**config.mk**
```make
export PLATFORM = sky130hd
export DESIGN_NAME = result_packer
export DESIGN_NICKNAME = d
export VERILOG_FILES = /design/src/rtl/result_packer_pkg.sv /design/src/rtl/result_packer.sv
export SDC_FILE = /design/constraint.sdc
export NUM_CORES = 1
export LEC_CHECK = 0
export CAP_MARGIN = 20
export CORE_UTILIZATION = 51
export DETAILED_ROUTE_END_ITERATION = 8
export PLACE_DENSITY_LB_ADDON = 0.12
export SLEW_MARGIN = 20
export SYNTH_ARGS = -nofsm -noshare
export SYNTH_HDL_FRONTEND = slang
export SYNTH_SLANG_ARGS = --single-unit
export TNS_END_PERCENT = 1
```
**constraint.sdc**
```tcl
create_clock -name clk -period 4.3 [get_ports clk]
set_input_delay 0.645 -clock clk [delete_from_list [all_inputs] [get_ports clk]]
set_output_delay 0.645 -clock clk [all_outputs]
set_load 0.02 [all_outputs]
```
**src/rtl/result_packer_pkg.sv**
```systemverilog
// Shared constants and types for the result packer: config register map and FSM states.
package result_packer_pkg;

  // Config register map shared by the layer pipeline blocks.
  localparam int CFG_LAYERS = 1;
  localparam int CFG_PACKER = 2;

  localparam int FRAME_LEN_W = 16;

  typedef enum logic {
    IDLE = 1'b0,
    SEND = 1'b1
  } state_t;

endpackage

```
**src/rtl/result_packer.sv**
```systemverilog
// Splits each wide layer result into GROUP_NB-lane beats on the image stream and
// marks the last beat of every frame of frame_len results.
module result_packer
  import result_packer_pkg::*;
#(
  parameter int CFG_DWIDTH = 32,
  parameter int CFG_AWIDTH = 5,
  parameter int DEPTH_NB   = 16,
  parameter int GROUP_NB   = 4,
  parameter int IMG_WIDTH  = 16
) (
  input  logic                          clk,
  input  logic                          rst_n,
  input  logic [CFG_DWIDTH-1:0]         cfg_data,
  input  logic [CFG_AWIDTH-1:0]         cfg_addr,
  input  logic                          cfg_valid,
  input  logic [IMG_WIDTH*DEPTH_NB-1:0] result,
  input  logic                          result_val,
  output logic                          result_rdy,
  output logic [GROUP_NB*IMG_WIDTH-1:0] str_data,
  output logic                          str_last,
  output logic                          str_val,
  input  logic                          str_rdy
);

  localparam int BEATS = DEPTH_NB / GROUP_NB;
  localparam int BW    = GROUP_NB * IMG_WIDTH;
  localparam int HW    = IMG_WIDTH * DEPTH_NB;
  localparam int CW    = (BEATS > 1) ? $clog2(BEATS) : 1;
  localparam logic [CW-1:0] LAST_BEAT = CW'(BEATS - 1);

  generate
    if ((GROUP_NB < 1) || (DEPTH_NB < GROUP_NB) || ((DEPTH_NB % GROUP_NB) != 0)) begin : g_bad_cfg
      $error("result_packer: DEPTH_NB must be a non-zero multiple of GROUP_NB");
    end
  endgenerate

  state_t                 state;
  state_t                 state_nxt;
  logic [CW-1:0]          beat_cnt;
  logic [CW-1:0]          next_beat;
  logic [HW-1:0]          hold;
  logic [FRAME_LEN_W-1:0] frame_len;
  logic [FRAME_LEN_W-1:0] frame_len_s;
  logic [FRAME_LEN_W-1:0] frame_cnt;
  logic [FRAME_LEN_W-1:0] cnt_base;
  logic [FRAME_LEN_W-1:0] eff_len;
  logic                   cur_last;
  logic                   final_hs;
  logic                   accept;
  logic                   is_last;
  logic                   cfg_hit;
  logic [31:0]            sel_base;
  logic                   unused_cfg_bits;

  assign unused_cfg_bits = ^cfg_data[CFG_DWIDTH-1:FRAME_LEN_W];

  // A frame that just closed on this cycle's final beat is counted as already wrapped,
  // so a result accepted in the same cycle starts the next frame.
  always_comb begin
    final_hs   = (state == SEND) && (beat_cnt == LAST_BEAT) && str_rdy;
    result_rdy = rst_n && ((state == IDLE) || final_hs);
    accept     = result_val && result_rdy;
    next_beat  = beat_cnt + 1'b1;
    sel_base   = 32'(next_beat) * 32'(BW);
    cnt_base   = (final_hs && cur_last) ? '0 : frame_cnt;
    eff_len    = (cnt_base == '0) ? frame_len : frame_len_s;
    is_last    = (({1'b0, cnt_base} + 17'd1) == {1'b0, eff_len});
    cfg_hit    = cfg_valid && (cfg_addr == CFG_AWIDTH'(CFG_PACKER));
    state_nxt  = state;
    if (accept) begin
      state_nxt = SEND;
    end else if (final_hs) begin
      state_nxt = IDLE;
    end
  end

  always_ff @(posedge clk or negedge rst_n) begin
    if (!rst_n) begin
      state <= IDLE;
    end else begin
      state <= state_nxt;
    end
  end

  always_ff @(posedge clk or negedge rst_n) begin
    if (!rst_n) begin
      beat_cnt    <= '0;
      hold        <= '0;
      frame_len   <= FRAME_LEN_W'(1);
      frame_len_s <= FRAME_LEN_W'(1);
      frame_cnt   <= '0;
      cur_last    <= 1'b0;
      str_data    <= '0;
      str_val     <= 1'b0;
      str_last    <= 1'b0;
    end else begin
      if (cfg_hit) begin
        frame_len <= (cfg_data[FRAME_LEN_W-1:0] == '0) ? FRAME_LEN_W'(1)
                                                       : cfg_data[FRAME_LEN_W-1:0];
      end
      frame_cnt <= accept ? (cnt_base + FRAME_LEN_W'(1)) : cnt_base;
      if (accept) begin
        hold     <= result;
        beat_cnt <= '0;
        cur_last <= is_last;
        if (cnt_base == '0) begin
          frame_len_s <= frame_len;
        end
        str_val  <= 1'b1;
        str_data <= result[BW-1:0];
        str_last <= (BEATS == 1) && is_last;
      end else if (final_hs) begin
        str_val  <= 1'b0;
        str_last <= 1'b0;
      end else if (str_val && str_rdy) begin
        beat_cnt <= next_beat;
        str_data <= hold[sel_base +: BW];
        str_last <= (next_beat == LAST_BEAT) && cur_last;
      end
    end
  end

endmodule

```
==> results of run 1 <==
[power breakdown]
group | internal (mW) | total (mW) | switching, mW
registers | 5.07 | 5.93 | 0.860
logic | 2.92 | 5.80 | 2.88
clock network | 2.06 | 3.44 | 1.38
total | 10.1 | 15.2 | 5.12
[cell type report]
cell class / instances / share of cell area (%)
multi-input combinational: 1199 / 32.1
timing repair buffer: 369 / 17.0
tap: 442 / 2.50
sequential: 373 / 42.3
antenna: 7 / 0.0793
clock inverter: 12 / 0.646
clock buffer: 57 / 5.28
inverter: 7 / 0.119
[worst min-delay path by stage]
stage               from              to  slack, ps  cells after the start
6_report           rst_n    frame_len[9]         40                      1
3_5_place_dp   hold[104]       hold[104]        460                      2
5_1_grt            rst_n   frame_len[10]         50                      1
4_1_cts            rst_n  frame_len_s[3]         40                      1
2_1_floorplan      rst_n     beat_cnt[0]        350                      0
3_3_place_gp    hold[30]        hold[30]        450                      2
[logic make-up (layout without fill, tap and decap cells)]
logic type                 after synthesis  count (layout)  share of synthesized area [%]
AOI/OAI and AO/OA                      119             119                           4.47
xor gates and xnor gates                28              28                           1.46
adders and majority gates                4               4                          0.282
buffers and inverters                  111             445                           2.73
DFF                                    373             373                           55.4
muxes                                  167             167                           15.0
other                                    0               7                              0
and+or+nand+nor                        881             881                           20.7
[worst max-delay path: stages (launching register included)]
cell and delay [ps]:
dfrtp_1 400, ha_1 300, nand4_2 160, nand2_1 170
ha_1 180, or3b_2 440, or4_4 550, a32oi_2 300
mux2i_1 240, a22o_1 160, a21oi_1 60, nor4_2 280
a32o_2 200
[layout by cell type, fill, tap and decap left out, drive strengths merged, types with 2 or more instances in the layout]
| master | count |
|---|---|
| a211oi | 4 |
| nand2 | 800 |
| ha | 3 |
| a32oi | 5 |
| nor3 | 9 |
| mux2i | 75 |
| o21ai | 77 |
| nor4 | 4 |
| dfstp | 2 |
| buf | 22 |
| clkdlybuf4s50 | 347 |
| bufinv | 3 |
| xnor2 | 15 |
| mux4 | 64 |
| xor2 | 13 |
| dfrtp | 371 |
| nor2 | 27 |
| nand3 | 10 |
| and4 | 2 |
| nand4 | 4 |
| and3 | 3 |
| inv | 9 |
| and4b | 2 |
| o2111ai | 2 |
| a31oi | 4 |
| or4 | 4 |
| mux2 | 28 |
| nand3b | 2 |
| nor3b | 3 |
| or3 | 3 |
| clkbuf | 57 |
| diode | 7 |
| a21boi | 3 |
| a21oi | 8 |
| a41oi | 2 |
| clkinv | 7 |
[routing by layer]
layer | part of all wire, % | vias up
li1 | - | 6186
met2 | 48 | 353
met4 | 3.6 | 4
met5 | 0.065 | -
met1 | 41 | 6258
met3 | 7.0 | 100
[sequential cells by signal (all words and copies together), names as in the netlist]
| register | cells |
|---|---|
| frame_cnt | 16 |
| hold | 256 |
| str_data | 64 |
| beat_cnt | 2 |
| frame_len | 16 |
| str_val | 1 |
| frame_len_s | 16 |
| str_last | 1 |
| cur_last | 1 |
[metrics by stage]
step	cells	total power, mW	hold slack (ps)	area (µm²)
2_1_floorplan	1683	9.78	349	16800
3_3_place_gp	2390	11.6	453	20800
3_5_place_dp	2390	11.8	457	20800
4_1_cts	2459	15.3	44.6	22100
5_1_grt	2465	16.2	54.1	22100
6_report	2466	15.2	38.4	22100
[synthesized netlist by cell type (all sizes together) (5+ instances only)]
cell type and count:
nor2 27, dfrtp 371, xnor2 15, buf 23
nand2 800, a32oi 5, nor3 9, inv 7
mux2 28, a21oi 8, mux4 64, xor2 13
nand3 10, mux2i 75, clkbuf 81, o21ai 77
==> impl_results.md, run 1 <==
* PwrDens at 687 nW/µm²
* Vias per cell at 5.23
* Post-detail-place hpwl at about 28000 µm
* Gr usage total at between 20 and 30%
* Reg2Reg Depth at 12
* Drt first-iter violations at between 800 and 900
* Area grow syn2layout at 31.1%
* #FFs+latches synth at around 370
* Cell type with the largest total area after synthesis: dfrtp_1
* Fraction of registers with async set/reset at 100%
* Crit Path Class: register to register
* RSZ-0062 raised after global routing: no
* Avg WL per Cell at approximately 17 µm
* Routed WL at about 42000 µm
* Setup_tns at 0 ps
* Post_cts resized at 0
* Largest net degree at the start of global routing at 185
* Top Usage Layer GRT: met2
* CTS max path bufs at 3
* Fmax at 286 MHz
* CTS H-tree depth at 2
* Number of I/O port buffers at approximately 350
* Die area at approximately 34000 µm²
* Final Net Count at 2291
* Core Rows at 66
* Skew final at ~21 ps
* Vias in the first global route at approximately 13000
* Filler cells at 2615
* Worst-Skew Late Latency at approximately 530 ps
* Die X at about 180 µm
* # DRC at 0
* M2 GR Usage at approximately 41%
* Area of the multi-input gates at 7090 µm²
* Mapped Area at 16800 µm²
* Initial antenna violation count at 9
* DP Worst Slack at roughly 330 ps
* Sink Count at ~370
* Initial Util at around half
* Drt pass-1 iters at 5
* Worst Setup Start Kind: register
* Arrival @ worst endpoint at slightly below 4000 ps
* Worst setup path endpoint: cur_last
* Sequential fraction of the synthesis area at 55.4%
* Max-cap viol count at 0
* Die Y at about 180 µm
* CTS Buf Count at 40
* Hold Path Class: primary input to async pin
* Status: completed
* Final count of negative-setup-slack endpoints at 0
* Worst setup path startpoint: beat_cnt[1]
* TritonCTS clock tree: yes
* Synth Warn # at 0
* Grt total ovfl at 0
* EDFF count, synth at 0
* WP data required at approximately 4800 ps
* M3 GR Usage at roughly 6.5%
* Crit-path max FO at 14
* Count of pins over their slew limit at 0
* Post-Syn Nets at 1984
* Relative slew margins at between 30% and 40%
* Worst setup margin at a little over 800 ps
* Worst reg-to-reg setup slack at approximately 810 ps
* R2r startpoint: beat_cnt[1]
* FF-to-FF End: cur_last
* Core area at 32500 µm²
* Worst Max-Slew Pin Slew at 1010 ps
* Root buffer cell: clkbuf_16
* Share of cells above drive strength 1 at between 9 and 10%
* Main synth FF type: dfrtp_1
* Final Hold Fails at 0
* Post-CTS Setup Bufs at 0
* Share of Yosys cell area claimed by the top area cell type at between 50 and 60%
* Fin crit period at between 3000 and 4000 ps
* Register area at 9340 µm²
* Post-CTS Hold Buffers at 0
* Clock-pin slew on the worst setup and hold paths at about 60 ps
* Syn avg cell area at ~10 µm²
* Post-layout util at between 60% and 70%
* Fin crit share at 81.3%
* Dominant cells by area after synthesis: dfrtp_1 55%, nand2_1 18%, mux4_2 8.6%
* Vias at roughly 13000
* VDD IR max at roughly 0.42 mV
* Pleak at approximately 10 nW
* Met1 Usage GRT at about a third
* First-pass GRT wire length at a little under 70000 µm
* Crit path capture type: register
* Cell variety after synth at 66
* IO Pins at 365
* Antenna-violating nets left at 0
* Synthesized netlist cell count at approximately 1700
* Gp weighted congestion at 0.850
(Power assumes the default switching activity.)
==> run 2, diff against run 1 <==
Clock period 4.3 ns to 3.5 ns, I/O delays scaled along.
==> impl_results.md, run 2 (same netlist as run 1, synthesis figures left out) <==
* Status: completed
* Post-CTS Setup Bufs at 0 (unchanged)
* Avg WL per Cell at 17.2 µm (+1.2%)
* Worst reg-to-reg setup slack at 230 ps (-570 ps)
* VDD IR max at 0.551 mV (+30%)
* Most frequent cells in the layout: 798 x nand2_1, 370 x dfrtp_1, 347 x clkdlybuf4s50_1, 76 x o21ai_0, 74 x mux2i_1
* Count of pins over their slew limit at 0 (unchanged)
* TritonCTS clock tree: yes
* DP Worst Slack at -136 ps (-466 ps)
* Worst-Skew Late Latency at 540 ps (about the same)
* Die Y at 184 µm (unchanged)
* Grt total ovfl at 0 (unchanged)
* CTS max path bufs at 3 (unchanged)
* Final Hold Fails at 0 (unchanged)
* Fin crit period at 3270 ps (-229 ps)
* CTS Buf Count at 41 (+2.5%)
* Worst setup margin at 235 ps (-571 ps)
* Drt pass-1 iters at 5 (unchanged)
* Max reg flops at 256 (unchanged)
* RSZ-0062 raised after global routing: no
* Fmax at 306 MHz (+7.0%)
* Area of the multi-input gates at 7090 µm² (about the same)
* Area grow syn2layout at 31.7%
* # DRC at 0 (unchanged)
* IO Pins at 365 (unchanged)
* Vias in the first global route at 12934 (-1.8%)
* Largest net degree at the start of global routing at 152 (-18%)
* Reg2Reg Depth at 12 (unchanged)
* Clock-pin slew on the worst setup and hold paths at 60 ps (about the same)
* Setup_tns at 0 ps (unchanged)
* R2r startpoint: beat_cnt[1]
* Post-detail-place hpwl at 27800 µm (+1.1%)
* Final Net Count at 2306 (+0.65%)
* Drt first-iter violations at 712 (-11%)
* Share of cells above drive strength 1 at 10.6% (+0.66 points)
* Sink Count at 373 (unchanged)
* Register area at 9340 µm² (unchanged)
* Die X at 184 µm (unchanged)
* Number of I/O port buffers at 348 (unchanged)
* Antenna-violating nets left at 0 (unchanged)
* PwrDens at 839 nW/µm² (+22%)
* Gr usage total at 25.8% (+0.37 points)
* Register name with the most flops: hold
* Root buffer cell: clkbuf_16
* Final count of negative-setup-slack endpoints at 0 (unchanged)
* WP data required at 3930 ps (-830 ps)
* Core area at 32500 µm² (unchanged)
* Biggest registers after layout: hold: 256 flops, str_data: 64 flops
* Skew final at 13.8 ps (-7.43 ps)
* Gp weighted congestion at 0.875 (+3.0%)
* Crit path capture type: register
* Worst Setup Start Kind: register
* Vias at 12862 (-0.30%)
* FF-to-FF End: cur_last
* Filler cells at 2598 (-0.65%)
* Worst Max-Slew Pin Slew at 904 ps (-105 ps)
* Initial antenna violation count at 11 (+2)
* Fin crit share at 93.3% (+12 points)
* First-pass GRT wire length at 68300 µm (+0.78%)
* Arrival @ worst endpoint at 3690 ps (-260 ps)
* Vias per cell at 5.18 (-0.94%)
* Hold Path Class: primary input to async pin
* Max-cap viol count at 0 (unchanged)
* Most common cell after layout, fill and taps aside: nand2_1
* Pleak at 10.5 nW (+0.61%)
* Routed WL at 42600 µm (+1.8%)
* Die area at 33800 µm² (unchanged)
* Crit Path Class: register to register
* Initial Util at 51.8% (unchanged)
* Crit-path max FO at 8 (-6)
* Relative slew margins at 39.7% (+7.0 points)
* Core Rows at 66 (unchanged)
* CTS H-tree depth at 2 (unchanged)
run 2: timing repair:
action / CTS / global route
hold buffers: 1 / 0
endpoints found under the setup margin: 0 / 1
gates resized for setup: 0 / 1
endpoints found under the hold margin: 15 / 0
run 2: metal layers:
metal / up-vias / part of all wire [%] / track usage [%]
met5: - / 0.096 / 0
met4: 6 / 3.1 / 10.1
met3: 90 / 7.2 / 7.53
met2: 337 / 48 / 41.0
met1: 6223 / 41 / 33.4
li1: 6206 / - / -
run 2: critical path: stages (launching register included):
cell     delay, ps
dfrtp_1        410
ha_2           270
nand4_2        110
nand2_1        110
ha_1           170
or3b_2         440
or4_4          520
a32oi_2        250
mux2i_1        120
a22o_1         200
a21oi_1        210
nor4_2          80
a32o_2         260
run 2: area by class of cell:
class / count / share of cell area (%)
Timing Repair Buffer: 383 / 17.5
Multi-Input combinational cell: 1199 / 31.9
Sequential cell: 373 / 42.1
Clock inverter: 12 / 0.428
Tap cell: 442 / 2.49
Antenna cell: 7 / 0.0789
Inverter: 7 / 0.118
Clock buffer: 59 / 5.33
run 2: stage by stage:
step	utilization [%]	hold WS [ps]	std cells	total power, mW	cell area, µm²
global placement	64.2	370	2403	14.4	20900
global route	68.2	416	2482	19.9	22200
detailed placement	64.2	372	2403	14.6	20900
finish	68.2	414	2482	18.6	22200
CTS	68.2	396	2475	18.8	22200
floorplan	-	229	1683	12.0	16800
run 2: where the power goes:
group	total (mW)	internal, mW	switching, mW
logic	7.21	3.64	3.57
clock network	4.12	2.42	1.70
registers	7.30	6.22	1.07
run 2: worst max-delay path by stage:
stage / from / endpoint / slack [ps]
after floorplan: beat_cnt[0] / cur_last / 140
after global placement: str_rdy / cur_last / -70
after detailed placement: str_rdy / cur_last / -140
after CTS: beat_cnt[1] / cur_last / 170
after global routing: beat_cnt[1] / cur_last / 30
final: beat_cnt[1] / cur_last / 230
==> run 3, diff against run 2 <==
--- a/config.mk
+++ b/config.mk
@@ -7,5 +7,5 @@
 export LEC_CHECK = 0
 export CAP_MARGIN = 20
-export CORE_UTILIZATION = 51
+export CORE_UTILIZATION = 46
 export DETAILED_ROUTE_END_ITERATION = 8
 export PLACE_DENSITY_LB_ADDON = 0.12
==> constraint.sdc (replaced) <==
create_clock -name clk -period 2.9 [get_ports clk]
set_input_delay 0.87 -clock clk [delete_from_list [all_inputs] [get_ports clk]]
set_output_delay 0.87 -clock clk [all_outputs]
set_load 0.02 [all_outputs]
==> impl_results.md, run 3 (same netlist as run 1, synthesis figures left out) <==
* Area of the multi-input gates at 7120 µm² (+0.46%)
* Vias in the first global route at 13926 (+7.7%)
* Fmax at 322 MHz
* Internal at 15.6 mW (+27%)
* Status: finished, violations left
* Area grow syn2layout at 36.0%
* Most frequent cells in the layout: 797 x nand2_1, 370 x dfrtp_1, 345 x clkdlybuf4s50_1, 76 x o21ai_0, 74 x mux2i_1
* CTS H-tree depth at 2 (unchanged)
* Fin cells at 2550 (+2.7%)
* Placement Cell Area at 21400 µm² (+2.4%)
* Largest net degree at the start of global routing at 176 (+16%)
* Max reg flops at 256 (unchanged)
* Gp weighted congestion at 0.853 (-2.5%)
* Power Total at 23.5 mW (+26%)
* Avg WL per Cell at 17.5 µm (+1.8%)
* TritonCTS clock tree: yes
* VDD IR max at 0.591 mV (+7.2%)
* IO Pins at 365 (unchanged)
* Worst setup margin at -202 ps (-437 ps)
* Routed WL at 44500 µm (+4.5%)
* Fin crit period at approximately 3100 ps
* Drt pass-1 iters at 7 (+2)
* Worst path slowest cell: or4_4
* Gr usage total at 24.3% (-1.5 points)
* Sw power at 7.86 mW (+24%)
* # DRC at 24 (+24)
* Final count of negative-setup-slack endpoints at 1 (+1)
* Final Hold Fails at 0 (unchanged)
* Die Y at 193 µm (+5.2%)
* Die area at 37400 µm² (+11%)
* Initial antenna violation count at 9 (-2)
* Drt first-iter violations at 725 (+1.8%)
* Number of I/O port buffers at 348 (unchanged)
* PwrDens at 1020 nW/µm² (+22%)
* Count of pins over their slew limit at 0 (unchanged)
* Worst Setup Start Kind: primary input
* Crit path capture type: register
* Post-layout util at 64.0% (-4.3 points)
* Post-detail-place hpwl at 30600 µm (+10%)
* Core area at 35800 µm² (+10%)
* Sink Count at 373 (unchanged)
* Core Rows at 69 (+4.5%)
* WP data required at 3390 ps (-540 ps)
* DP Worst Slack at -1150 ps (-1010 ps)
* Sw Share at 33.5% (-0.59 points)
* Arrival @ worst endpoint at 3590 ps (-100 ps)
* Grt total ovfl at 0 (unchanged)
* Post-CTS Hold Buffers at 0 (-1)
* Critical path cell sequence: clkdlybuf4s15_2 > nand4_4 > nand2_1 > ha_1 > or3b_2 > or4_4 > a32oi_4 > mux2i_1 > a22o_1 > a21oi_1 > nor4_2 > a32o_2
* CTS max path bufs at 3 (unchanged)
* Vias at 13172 (+2.4%)
* Filler cells at 2900 (+12%)
* Failing checks: design-rule violations, negative setup slack
* Hold slack at 383 ps (-30.9 ps)
* Skew final at 17.5 ps (+3.71 ps)
* CP top delay family: simple AND/OR/NAND/NOR gates
* Register name with the most flops: hold
* Share of cells above drive strength 1 at 13.1% (+2.5 points)
* RSZ-0062 raised after global routing: yes
* Placed Instances at 2467 (+2.7%)
* Vias per cell at 5.17 (-0.32%)
* Hold Path Class: primary input to async pin
* CTS Buf Count at 42 (+2.4%)
* Max-cap viol count at 0 (unchanged)
* Logic gate share of total power at 38.8% (about the same)
* Worst-Skew Late Latency at 550 ps (about the same)
* Worst Max-Slew Pin Slew at 1090 ps (+183 ps)
* Relative slew margins at 27.5% (-12 points)
* Post-CTS Setup Bufs at 0 (unchanged)
* Die X at 193 µm (+5.2%)
* Clock-pin slew on the worst setup and hold paths at 60 ps (about the same)
* Crit Path Class: primary input to register
* Biggest registers after layout: hold: 256 flops, str_data: 64 flops
* Reg power frac at 37.4% (-1.8 points)
* Root buffer cell: clkbuf_16
* Crit-path max FO at 8 (unchanged)
* Register area at 9340 µm² (unchanged)
* Initial Util at 47.0% (-4.8 points)
* Setup_tns at -202 ps (-202 ps)
* Layout Cell Area excl Fill at 22900 µm² (+3.3%)
* Fin crit share at 107%
* Pleak at 10.9 nW (+3.4%)
* Buf/Inv on CP at 1 (+1)
* Power share of the clock group at 23.8% (+1.7 points)
* Antenna-violating nets left at 0 (unchanged)
* Final Net Count at 2351 (+2.0%)
* Most common cell after layout, fill and taps aside: nand2_1
* Max incr delay on CP at 510 ps (about the same)
* First-pass GRT wire length at 73000 µm (+6.9%)
[run 3: cell count changes in the layout (fill, tap and decap cells not counted), sizes merged]
cell	before	now
clkdlybuf4s15	0	1
dlygate4sd3	1	0
buf	35	81
bufinv	1	4
clkbuf	59	62
clkdlybuf4s50	347	345
clkinv	8	7
[run 3: worst register-to-register path: cells and delay by family, from the launching register on]
kind	cells	cell delay, ps
flops	1	430
simple gates	5	1430
mux	1	230
compound gates	4	630
fa+ha+maj	2	310
[run 3: per-layer routing]
layer  routed length, µm  track usage [%]  vias up  part of all wire (%)
met5                  28                0        -                 0.063
met4                1180             8.44        4                   2.6
met3                2980             5.98       73                   6.7
met2               21600             40.1      354                    48
met1               18700             31.4     6453                    42
li1                    -                -     6288                     -
[run 3: cell type report]
cell class | count | share of cell area (%)
Antenna cell | 7 | 0.0764
Inverter | 7 | 0.115
Clock buffer | 62 | 5.62
Tap cell | 461 | 2.52
Timing Repair Buffer | 427 | 19.0
Multi-Input combinational cell | 1199 | 31.1
Clock inverter | 14 | 0.835
Sequential cell | 373 | 40.8
[run 3: timing repair]
item                                    CTS  global route
pin swaps                                 0             1
resized for setup                        10             2
endpoints found under the setup margin    3            42
[run 3: worst paths after layout]
path	from	cells past startpoint	slack (ps)	to
max	str_rdy	12	-200	cur_last
min	rst_n	2	380	frame_len[3]
max reg2reg	beat_cnt[0]	12	-200	cur_last
min reg2reg	hold[87]	2	470	hold[87]
max in group asynchronous	rst_n	3	1000	beat_cnt[0]
min in group clk	hold[87]	2	470	hold[87]
[run 3: power by group through the flow]
stage               Combinational (mW)  Sequential [mW]  Clock (mW)
floorplan                         5.53             8.98           0
global placement                  8.98             8.75           0
detailed placement                9.20             8.83           0
CTS                               9.26             8.79        5.72
global route                      10.1             9.06        5.91
finish                            9.11             8.78        5.58
